--- src/rtl/run_controller.sv ---
// Run controller: walks NUM_CPUS CPU channels through reset, run and completion,
// timestamping each channel's first halt and flagging a timeout if any never halts.
module run_controller #(
  parameter int NUM_CPUS       = 2,
  parameter int RESET_CYCLES   = 4,
  parameter int TIMEOUT_CYCLES = 1024,
  parameter int CYC_W          = 16
) (
  input  logic                      clk,
  input  logic                      rst_n,
  input  logic                      start,
  input  logic [NUM_CPUS-1:0]       halt,
  output logic [NUM_CPUS-1:0]       cpu_rst_n,
  output logic                      run,
  output logic                      done,
  output logic                      timeout,
  output logic [NUM_CPUS-1:0]       halt_mask,
  output logic [CYC_W-1:0]          cycle_count,
  output logic [NUM_CPUS*CYC_W-1:0] halt_cycles
);

  localparam int RST_W = $clog2(RESET_CYCLES + 1);

  if (NUM_CPUS < 1) begin : g_bad_num_cpus
    $error("run_controller: NUM_CPUS must be >= 1");
  end
  if (RESET_CYCLES < 1 || TIMEOUT_CYCLES < 1) begin : g_bad_cycles
    $error("run_controller: RESET_CYCLES and TIMEOUT_CYCLES must be >= 1");
  end
  if ((64'd1 << CYC_W) <= 64'(TIMEOUT_CYCLES)) begin : g_bad_cyc_w
    $error("run_controller: CYC_W too narrow for TIMEOUT_CYCLES");
  end

  typedef enum logic [1:0] {
    S_IDLE,
    S_RESET,
    S_RUN,
    S_DONE
  } state_t;

  state_t               r_state;
  state_t               w_state_next;
  logic [RST_W-1:0]     r_rst_cnt;
  logic [CYC_W-1:0]     r_cycle_count;
  logic                 r_timeout;
  logic                 r_halt_seen [NUM_CPUS];
  logic [CYC_W-1:0]     r_halt_cyc  [NUM_CPUS];

  logic [NUM_CPUS-1:0]  w_new_halt;
  logic                 w_all_halted;
  logic                 w_timeout_hit;
  logic                 w_enter_reset;
  logic                 w_run_stay;
  logic                 w_run_exit;
  logic                 w_set_timeout;

  // Halts only count while running; anything seen in other states is dropped.
  assign w_new_halt    = halt & ~halt_mask & {NUM_CPUS{r_state == S_RUN}};
  assign w_all_halted  = &(halt_mask | w_new_halt);
  assign w_timeout_hit = (r_cycle_count == CYC_W'(TIMEOUT_CYCLES - 1));

  always_ff @(posedge clk or negedge rst_n) begin
    if (!rst_n) begin
      r_state <= S_IDLE;
    end else begin
      r_state <= w_state_next;
    end
  end

  always_comb begin
    w_state_next  = r_state;
    w_enter_reset = 1'b0;
    w_run_stay    = 1'b0;
    w_run_exit    = 1'b0;
    w_set_timeout = 1'b0;
    case (r_state)
      S_IDLE, S_DONE: begin
        if (start) begin
          w_state_next  = S_RESET;
          w_enter_reset = 1'b1;
        end
      end
      S_RESET: begin
        if (r_rst_cnt == RST_W'(RESET_CYCLES - 1)) begin
          w_state_next = S_RUN;
        end
      end
      S_RUN: begin
        // A final halt landing on the timeout cycle counts as a clean finish.
        if (w_all_halted) begin
          w_state_next = S_DONE;
          w_run_exit   = 1'b1;
        end else if (w_timeout_hit) begin
          w_state_next  = S_DONE;
          w_run_exit    = 1'b1;
          w_set_timeout = 1'b1;
        end else begin
          w_run_stay = 1'b1;
        end
      end
      default: w_state_next = S_IDLE;
    endcase
  end

  always_ff @(posedge clk or negedge rst_n) begin
    if (!rst_n) begin
      r_rst_cnt     <= '0;
      r_cycle_count <= '0;
      r_timeout     <= 1'b0;
    end else begin
      if (w_enter_reset) begin
        r_rst_cnt <= '0;
      end else if (r_state == S_RESET) begin
        r_rst_cnt <= r_rst_cnt + RST_W'(1);
      end

      if (w_enter_reset) begin
        r_cycle_count <= '0;
      end else if (w_run_stay) begin
        r_cycle_count <= r_cycle_count + CYC_W'(1);
      end

      if (w_enter_reset) begin
        r_timeout <= 1'b0;
      end else if (w_run_exit) begin
        r_timeout <= w_set_timeout;
      end
    end
  end

  for (genvar gi = 0; gi < NUM_CPUS; gi++) begin : g_chan
    always_ff @(posedge clk or negedge rst_n) begin
      if (!rst_n) begin
        r_halt_seen[gi] <= 1'b0;
        r_halt_cyc[gi]  <= '0;
      end else if (w_enter_reset) begin
        r_halt_seen[gi] <= 1'b0;
        r_halt_cyc[gi]  <= '0;
      end else if (w_new_halt[gi]) begin
        r_halt_seen[gi] <= 1'b1;
        r_halt_cyc[gi]  <= r_cycle_count;
      end
    end

    assign halt_mask[gi]                     = r_halt_seen[gi];
    assign halt_cycles[gi*CYC_W +: CYC_W]    = r_halt_cyc[gi];
  end

  assign cpu_rst_n   = {NUM_CPUS{r_state == S_RUN}};
  assign run         = (r_state == S_RUN);
  assign done        = (r_state == S_DONE);
  assign timeout     = r_timeout;
  assign cycle_count = r_cycle_count;

endmodule

--- config.mk ---
export PLATFORM = sky130hd
export DESIGN_NAME = run_controller
export DESIGN_NICKNAME = d
export VERILOG_FILES = /design/src/rtl/run_controller.sv
export SDC_FILE = /design/constraint.sdc
export NUM_CORES = 1
export LEC_CHECK = 0
export CAP_MARGIN = 40
export CORE_AREA = 2 2 99 101
export DETAILED_ROUTE_END_ITERATION = 6
export DIE_AREA = 0 0 101 103
export PLACE_DENSITY = 0.64
export SLEW_MARGIN = 20
export SYNTH_ARGS = -nofsm -noshare
export SYNTH_HDL_FRONTEND = slang
export SYNTH_SLANG_ARGS = --single-unit
--- constraint.sdc ---
create_clock -name clk -period 1.8 [get_ports clk]
set_input_delay 0.36 -clock clk [delete_from_list [all_inputs] [get_ports clk]]
set_output_delay 0.36 -clock clk [all_outputs]
set_load 0.005 [all_outputs]
After elaboration in Yosys (flattened, before gate mapping)
Cells that the tools add are included.
W data, S select, Z words.
- word-level logic and storage cells: 60
- register bits after elaboration: 56
- output and inout port bits: 55
- bits of input ports: 5
- add/sub/neg operators: 2
- bitwise gates (word level): 4
- multiplexer cells: 29
- reductions and logical operators: 9
- equality and inequality tests: 8
- operator list (kind ; count):
    $mux W16 ; 6
    $add A16 B1 Y16 const B ; 1
    $eq A16 B10 Y1 const B ; 1
    $mux W1 ; 16
    $reduce_bool A2 Y1 ; 5
    $mux W2 ; 4
    $mux W3 ; 2
    $pmux W2 S3 ; 1
    $and A2 B2 Y2 ; 2
    $eq A2 B2 Y1 const B ; 2
    $ne A2 B2 Y1 const B ; 2
    $add A3 B1 Y3 const B ; 1
    $eq A3 B2 Y1 const B ; 1
    $ne A3 B1 Y1 const B ; 1
    $reduce_and A3 Y1 ; 1
    $eq A2 B1 Y1 const B ; 1
    $logic_not A2 Y1 ; 1
    $not A2 Y2 ; 1
    $or A2 B2 Y2 ; 1
    $reduce_and A2 Y1 ; 1
    $reduce_or A2 Y1 ; 1

Depth between registers and ports, before layout
Gate-level depths: netlist (run 1).
- word-level depth: 9
- gate-level depth with buffers: 8
- depth with buffers taken out: 6

Least setup slack after synthesis (run 1)
No wires, ideal clock.
- kind: reg-to-reg
- start: reg r_state[0]
- end: reg r_cycle_count[15], in the netlist cycle_count[15]
- cell stages (with the launch flop): 8
- library setup time: 0.140 ns
- clock period less this slack: 2.041 ns
- slack: -0.241 ns
- data arrival time: 1.902 ns
- path buffers: 1
- required time: 1.660 ns
- path through: dfrtp_1 -> inv_1 -> ha_1 -> buf_2 -> nand4_1 -> or4_1 -> o311ai_0 -> o41ai_1
- cells in the longest elaborated chain, start to end: 7
- elaborated cells on any way between the ends: 12
- classes of those cells: eq/ne: 2; mux: 4; bitwise: 2; reduce/logical: 4
- ends and longest elaborated chain (element ; line ; text):
    start: declaration ; 41 ; state_t r_state;
    start signal: assignment ; 66 ; r_state <= w_state_next;
    $eq A2 B2 Y1 * ; n/a ;
    net run ; 14 ; output logic run,
    $and A2 B2 Y2 ; 58 ; assign w_new_halt = halt & ~halt_mask & {NUM_CPUS{r_state == S_RUN}};
    $or A2 B2 Y2 ; 59 ; assign w_all_halted = &(halt_mask | w_new_halt);
    $reduce_and A2 Y1 ; 59 ;
    $mux W1 ; 90 ; if (w_all_halted) begin
    $mux W1 * ; 76 ; case (r_state)
    $reduce_bool A2 Y1 (no line) * ; n/a ;
    end signal: assignment ; 120 ; r_cycle_count <= r_cycle_count + CYC_W'(1);
    end: declaration ; 44 ; logic [CYC_W-1:0] r_cycle_count;
Mark *: on every way through the listed nets, which the timed path passes. The rest lies on a longest branch.
A chain may end at the register's enable or synchronous reset.

Final worst setup path (run 1)
- start: reg r_state[0]
- end: reg r_cycle_count[11], in the netlist cycle_count[11]
- cells in the longest elaborated chain, start to end: 7
- elaborated cells on any way between the ends: 12
- classes of those cells: eq/ne: 2; mux: 4; bitwise: 2; reduce/logical: 4
- ends and longest elaborated chain (element ; line):
    $eq A2 B2 Y1 ; 58, 76
    $and A2 B2 Y2 ; 58
    $or A2 B2 Y2 ; 59
    $reduce_and A2 Y1 ; 59
    $mux W1 ; 90
    $mux W1 ; 76
    $reduce_bool A2 Y1 (no line) ; n/a
Several ways; a longest one is shown, not always the timed one.

==> results.tsv, run 1 <==
metric	value	unit
crit_path_max_incr_delay	0.49	ns
clock_sinks	56	
async_flop_share	100.0	%
p_per_area	831.7	mW/mm2
final_area	0.004065	mm2
whs	0.03274	ns
ys_seq_elements	56	
grt_overflow	0	
yosysTopAreaCell	dfrtp_1	
critical_path_required	1.97	ns
regArea	0.001411	mm2
fin_crit	1.922	ns
crit_fanout	4	
rsz0062_at_grt	yes	
start_util	28.98	%
drive_above_1_share	25.06	%
routabilityCongestion	0.7795	
cpMaxStageDelayCell	or4_4	
first_global_vias	2409	
finalWirelength	7956	um
p_leak	0.001727	uW
ys_types	45	
avgRoutedWirePerCell	15.39	um
grt_first_pass_wirelength	11910	um
cpLargestDelayFamily	simple AND/OR/NAND/NOR gates	
coreArea	0.009459	mm2
dieHeight	103	um
yosys_warnings	0	
die-area	0.01040	mm2
grt_max_degree	57	
slew_viol_final	0	
crit_path_cell_trace	inv_2 > ha_4 > buf_6 > nand4_1 > or4_4 > o41ai_1	
area_growth	48.29	%
peakVddDrop	0.3695	mV
vias	2605	
synth_flop_cell	dfrtp_1	
cp_data_arrival_time	2.10	ns
dp_hpwl	5234	um
antenna_found_initial	0	
io_pins	60	
yosysMostFrequentCell	nand2_1	
synth.avg_cell_area	9.047	um2
maxCapViolations	0	
drc	0	
antenna_cells	0	
cp-start-kind	flop	
reg2regPathDepth	6	
synth_cells	303	
vias_per_cell	5.039	
placementRows	36	
finalSetupViolations	1	
status	complete, but fails checks	
synth.cell_area	0.002741	mm2
path_class	reg2reg	
crit_cells	6	
layout_setup_ws	-0.1225	ns
clk_latency	0.31	ns
yosysTopAreaCellShare	51.12	%
cts-htree-levels	2	
clock_path_buffers	2	
root_buffer	clkbuf_8	
path_clk_slew	0.10	ns
port_buffers	59	
synth_area_leaders	dfrtp_1 (51%), nand2_1 (11%), a21oi_1 (8.0%)	
grt_usage	14.21	%
violations	setup timing	
synth_common_cells	nand2_1 (77), dfrtp_1 (56), a21oi_1 (44)	
placed_area	0.003676	mm2
multiInputGateArea	0.001341	mm2
hold_buffers	0	
cts_tree	built	
die_w	101	um
firstDrtPassIters	4	
drtAntennaViolNets	0	
min_period_over_period	106.8	%
synth-edff-count	0	
finalHoldViolations	0	
fin_skew	0.003499	ns
clock.fmax	520.2	MHz
hold_path_class	in2async	
cts-buffers-inserted	5	
synth_nets	314	
end_kind	flop	
fin_nets	413	
yosysSeqAreaShare	51.12	%
crit_buf_inv	2	
fill_cells	909	
drt-initial-drc-count	144	
tightest_slew	0.3996	ns
slew_headroom	73.01	%
==> layer usage <==
| layer | GRT usage [%] | wire [um] | part of all wire, % | up-vias |
|---|---|---|---|---|
| met2 | 23.74 | 3812 | 48 | 71 |
| met4 | 3.326 | 93 | 1.2 | 0 |
| met1 | 19.17 | 3696 | 46 | 1269 |
| li1 | - | - | - | 1254 |
| met3 | 2.780 | 354 | 4.4 | 11 |
| met5 | 0 | 0 | 0 | - |
==> logic make-up after synthesis <==
logic type / after synthesis / synth area share, %
xor gates and xnor gates: 1 / 0.3195
buffers and inverters: 29 / 4.883
DFF: 56 / 51.12
muxes: 3 / 1.095
and+or+nand+nor: 134 / 23.78
adders and majority gates: 6 / 2.738
AOI/OAI and AO/OA: 74 / 16.07
==> power breakdown <==
group | switching, uW | internal [uW]
Sequential | 57.8 | 1340
Combinational | 701 | 537
Clock | 433 | 313
==> through the flow <==
step | total power (uW) | setup slack [ns] | setup TNS (ns) | util (%) | instances
floorplan | 2050 | -0.006992 | -0.01366 | - | 303
global placement | 2490 | -0.3421 | -4.085 | 38.86 | 491
detailed placement | 2517 | -0.3662 | -4.210 | 38.86 | 491
CTS | 3273 | -0.05368 | -0.2932 | 40.46 | 506
global route | 3568 | -0.2033 | -0.5549 | 42.98 | 517
finish | 3381 | -0.1225 | -0.1225 | 42.98 | 517
==> layout make-up <==
type | instances | area share, %
Sequential cell | 56 | 34.72
Multi-Input combinational cell | 218 | 32.99
Timing Repair Buffer | 116 | 25.92
Tap cell | 114 | 3.509
Clock buffer | 6 | 2.031
Inverter | 5 | 0.4617
Clock inverter | 2 | 0.3693
==> placed cells by master (no fill, tap or decap), types with 2 or more instances in the layout <==
master / count
clkdlybuf4s15_1: 2
o21ai_0: 6
buf_4: 48
and2_1: 4
and3_1: 2
nand2_1: 76
buf_6: 8
or4_4: 2
nand4_1: 5
or3_1: 3
a21oi_1: 44
nor2_1: 10
o31ai_1: 4
ha_4: 2
clkbuf_8: 6
nand2b_1: 4
clkinvlp_4: 2
inv_1: 4
or4_1: 5
or2_4: 2
dfrtp_1: 48
o22ai_2: 4
dfrtp_2: 8
ha_1: 4
mux2i_1: 3
nand3_1: 10
a31oi_1: 2
clkdlybuf4s50_1: 51
dlygate4sd2_1: 2
dlymetal6s2s_1: 2
==> state kept, by name, summed over array words and instances (netlist names) <==
register     flops
r_rst_cnt        3
timeout          1
r_state          2
cycle_count     16
halt_cycles     32
halt_mask        2
==> final timing paths <==
kind / startpoint / endpoint / slack, ns
min in group clk: halt[1] / halt_mask[1] / 0.41
min: rst_n / halt_cycles[4] / 0.03
max reg2reg: r_state[0] / cycle_count[11] / -0.12
min reg2reg: halt_cycles[22] / halt_cycles[22] / 0.53
max: r_state[0] / cycle_count[11] / -0.12
max in group asynchronous: rst_n / cycle_count[5] / 1.50
==> repair_timing <==
item,4_1_cts,5_1_grt
gates resized for setup,9,40
endpoints found under the setup margin,10,27
pin swaps,5,13
buffers inserted,7,11
gates cloned,0,0
Power figures use the tool's default switching activity.
==> run 2, diff against run 1 <==
SETUP_SLACK_MARGIN = 0.4   (was unset)
==> run 2 against run 1 <==
Compared with the run above: wire length is 44% higher; critical path depth rose by 1; combinational power is 65% higher; sequential share of layout area down 8.2 points; clock power is 31% higher; the flow still finishes with violations (setup timing); register-to-register slack got worse by 0.02 ns; first-iteration DRC count increased by 31%; critical path type unchanged; count of clock-buffer cells in the layout shrank 1; total power increased by 31%.
==> results.tsv, run 2 (synthesis results as in run 1) <==
metric	value	unit	change
status	complete, but fails checks		unchanged
violations	setup timing		unchanged
antenna_found_initial	0		unchanged
io_pins	60		unchanged
seqPwrFrac	31.8	%	was 41.3%
grt_max_degree	57		unchanged
fin_skew	0.01318	ns	was 0.003499 ns
cpMaxStageDelayCell	or4_4		unchanged
placed_area	0.003684	mm2	was 0.003676 mm2
drc	0		unchanged
min_period_over_period	108.1	%	was 106.8%
dieHeight	103	um	unchanged
r2r_slack	-0.15	ns	was -0.12 ns
crit_fanout	4		unchanged
path_class	reg2reg		unchanged
peakVddDrop	0.4426	mV	was 0.3695 mV
slew_headroom	69.16	%	was 73.01%
port_buffers	59		unchanged
critical_path_required	1.98	ns	was 1.97 ns
path_clk_slew	0.11	ns	was 0.10 ns
p_per_area	832.5	mW/mm2	was 831.7 mW/mm2
largest_reg_flops	32		unchanged
drive_above_1_share	62.34	%	was 25.06%
layout_setup_ws	-0.1456	ns	was -0.1225 ns
fin_nets	473		was 413
avgRoutedWirePerCell	19.89	um	was 15.39 um
layout_common_cells	buf_4 (63), buf_6 (55), dfrtp_1 (48), a21oi_2 (42), dlygate4sd2_1 (34)		was nand2_1 (76), clkdlybuf4s50_1 (51), dfrtp_1 (48), buf_4 (48), a21oi_1 (44)
grt_first_pass_wirelength	15680	um	was 11,910 um
dp_hpwl	5228	um	was 5234 um
grt_usage	19.40	%	was 14.21%
cts-htree-levels	2		unchanged
finalWirelength	11460	um	was 7956 um
hold_path_class	in2async		unchanged
final_area	0.005316	mm2	was 0.004065 mm2
r2r-start	r_state[0]		unchanged
fin_crit	1.946	ns	was 1.922 ns
area_growth	93.93	%	was 48.29%
reg2reg_to	cycle_count[11]		unchanged
cp-start-kind	flop		unchanged
cts_tree	built		unchanged
die-area	0.01040	mm2	unchanged
p_int	2828	uW	was 2189 uW
layout_commonest_cell	buf_4		was nand2_1
clock_sinks	56		unchanged
start_util	28.98	%	unchanged
clock.fmax	514.0	MHz	was 520.2 MHz
crit_buf_inv	2		unchanged
routabilityCongestion	0.7623		was 0.7795
switchingPower	1598	uW	was 1192 uW
drt-initial-drc-count	188		was 144
end_kind	flop		unchanged
rsz0062_at_grt	yes		unchanged
vias_per_cell	5.479		was 5.039
reg2regPathDepth	7		was 6
drtAntennaViolNets	0		unchanged
slew_viol_final	0		unchanged
root_buffer	clkbuf_8		unchanged
tightest_slew	0.4601	ns	was 0.3996 ns
antenna_cells	0		unchanged
maxCapViolations	0		unchanged
clk_latency	0.32	ns	was 0.31 ns
placementRows	36		unchanged
grt_overflow	0		unchanged
final_util	56.20	%	was 42.98%
p_leak	0.002685	uW	was 0.001727 uW
dpl_worst_slack	-0.3890	ns	was -0.3662 ns
p_comb_share	46.0	%	was 36.6%
die_w	101	um	unchanged
crit_path_max_incr_delay	0.49	ns	about the same
clock_path_buffers	2		unchanged
hold_buffers	0		unchanged
cts-buffers-inserted	5		unchanged
fill_cells	739		was 909
first_global_vias	3015		was 2,409
cpLargestDelayFamily	simple AND/OR/NAND/NOR gates		unchanged
clock_power_share	22.2	%	was 22.1%
swShare	36.10	%	was 35.26%
finalHoldViolations	0		unchanged
finalPower	4426	uW	was 3381 uW
firstDrtPassIters	5		was 4
finalSetupViolations	21		was 1
crit_cells	7		was 6
crit_path_cell_trace	inv_2 > ha_4 > buf_6 > nand4_1 > or4_4 > o311ai_1 > o41ai_1		was inv_2 > ha_4 > buf_6 > nand4_1 > or4_4 > o41ai_1
coreArea	0.009459	mm2	unchanged
cp_data_arrival_time	2.13	ns	was 2.10 ns
vias	3156		was 2,605
## run 2: how the worst max path moves through the flow
stage                     from              end  slack [ns]
floorplan           r_state[0]  cycle_count[11]      -0.006
global placement       halt[0]  cycle_count[11]       -0.38
detailed placement     halt[0]  cycle_count[11]       -0.39
CTS                 r_state[0]  cycle_count[15]       -0.03
global route        r_state[0]  cycle_count[11]       -0.20
finish              r_state[0]  cycle_count[11]       -0.15
## run 2: what timing repair did
item,CTS,global route
setup buffers,72,7
setup endpoints to repair,111,73
gates cloned,4,0
pin swaps,49,45
resized for setup,236,129
## run 2: cell type report
type	count	area (um2)	area share (%)
clock buffer	5	68.82	1.294
clock inverter	2	60.06	1.130
inverter	5	18.77	0.3530
multi-input combinational	220	1924	36.20
sequential	56	1411	26.55
tap	114	142.6	2.683
timing repair buffer	174	1690	31.80
## run 2: metrics by stage
| stage | instances | setup TNS [ns] | hold WS, ns |
|---|---|---|---|
| 2_1_floorplan | 303 | -0.006112 | 0.06441 |
| 5_1_grt | 576 | -1.919 | 0.04888 |
| 6_report | 576 | -0.8879 | 0.01005 |
| 3_3_place_gp | 486 | -2.901 | 0.3802 |
| 4_1_cts | 569 | -0.06587 | 0.03917 |
| 3_5_place_dp | 486 | -3.247 | 0.3863 |
## run 2: power by group through the flow
stage / registers [uW] / logic (uW) / clock network, uW
global placement: 1430 / 1020 / 0
detailed placement: 1440 / 1040 / 0
global route: 1410 / 2150 / 1030
finish: 1410 / 2040 / 980
floorplan: 1440 / 691 / 0
CTS: 1400 / 1620 / 971
## run 2: metal layers
metal	track usage [%]	up-vias	part of all wire (%)	wire length, um
met3	3.864	31	5.6	636
met5	0	-	0	0
met2	34.67	134	52	5932
met1	23.49	1608	39	4493
met4	6.445	0	3.4	394
li1	-	1383	-	-
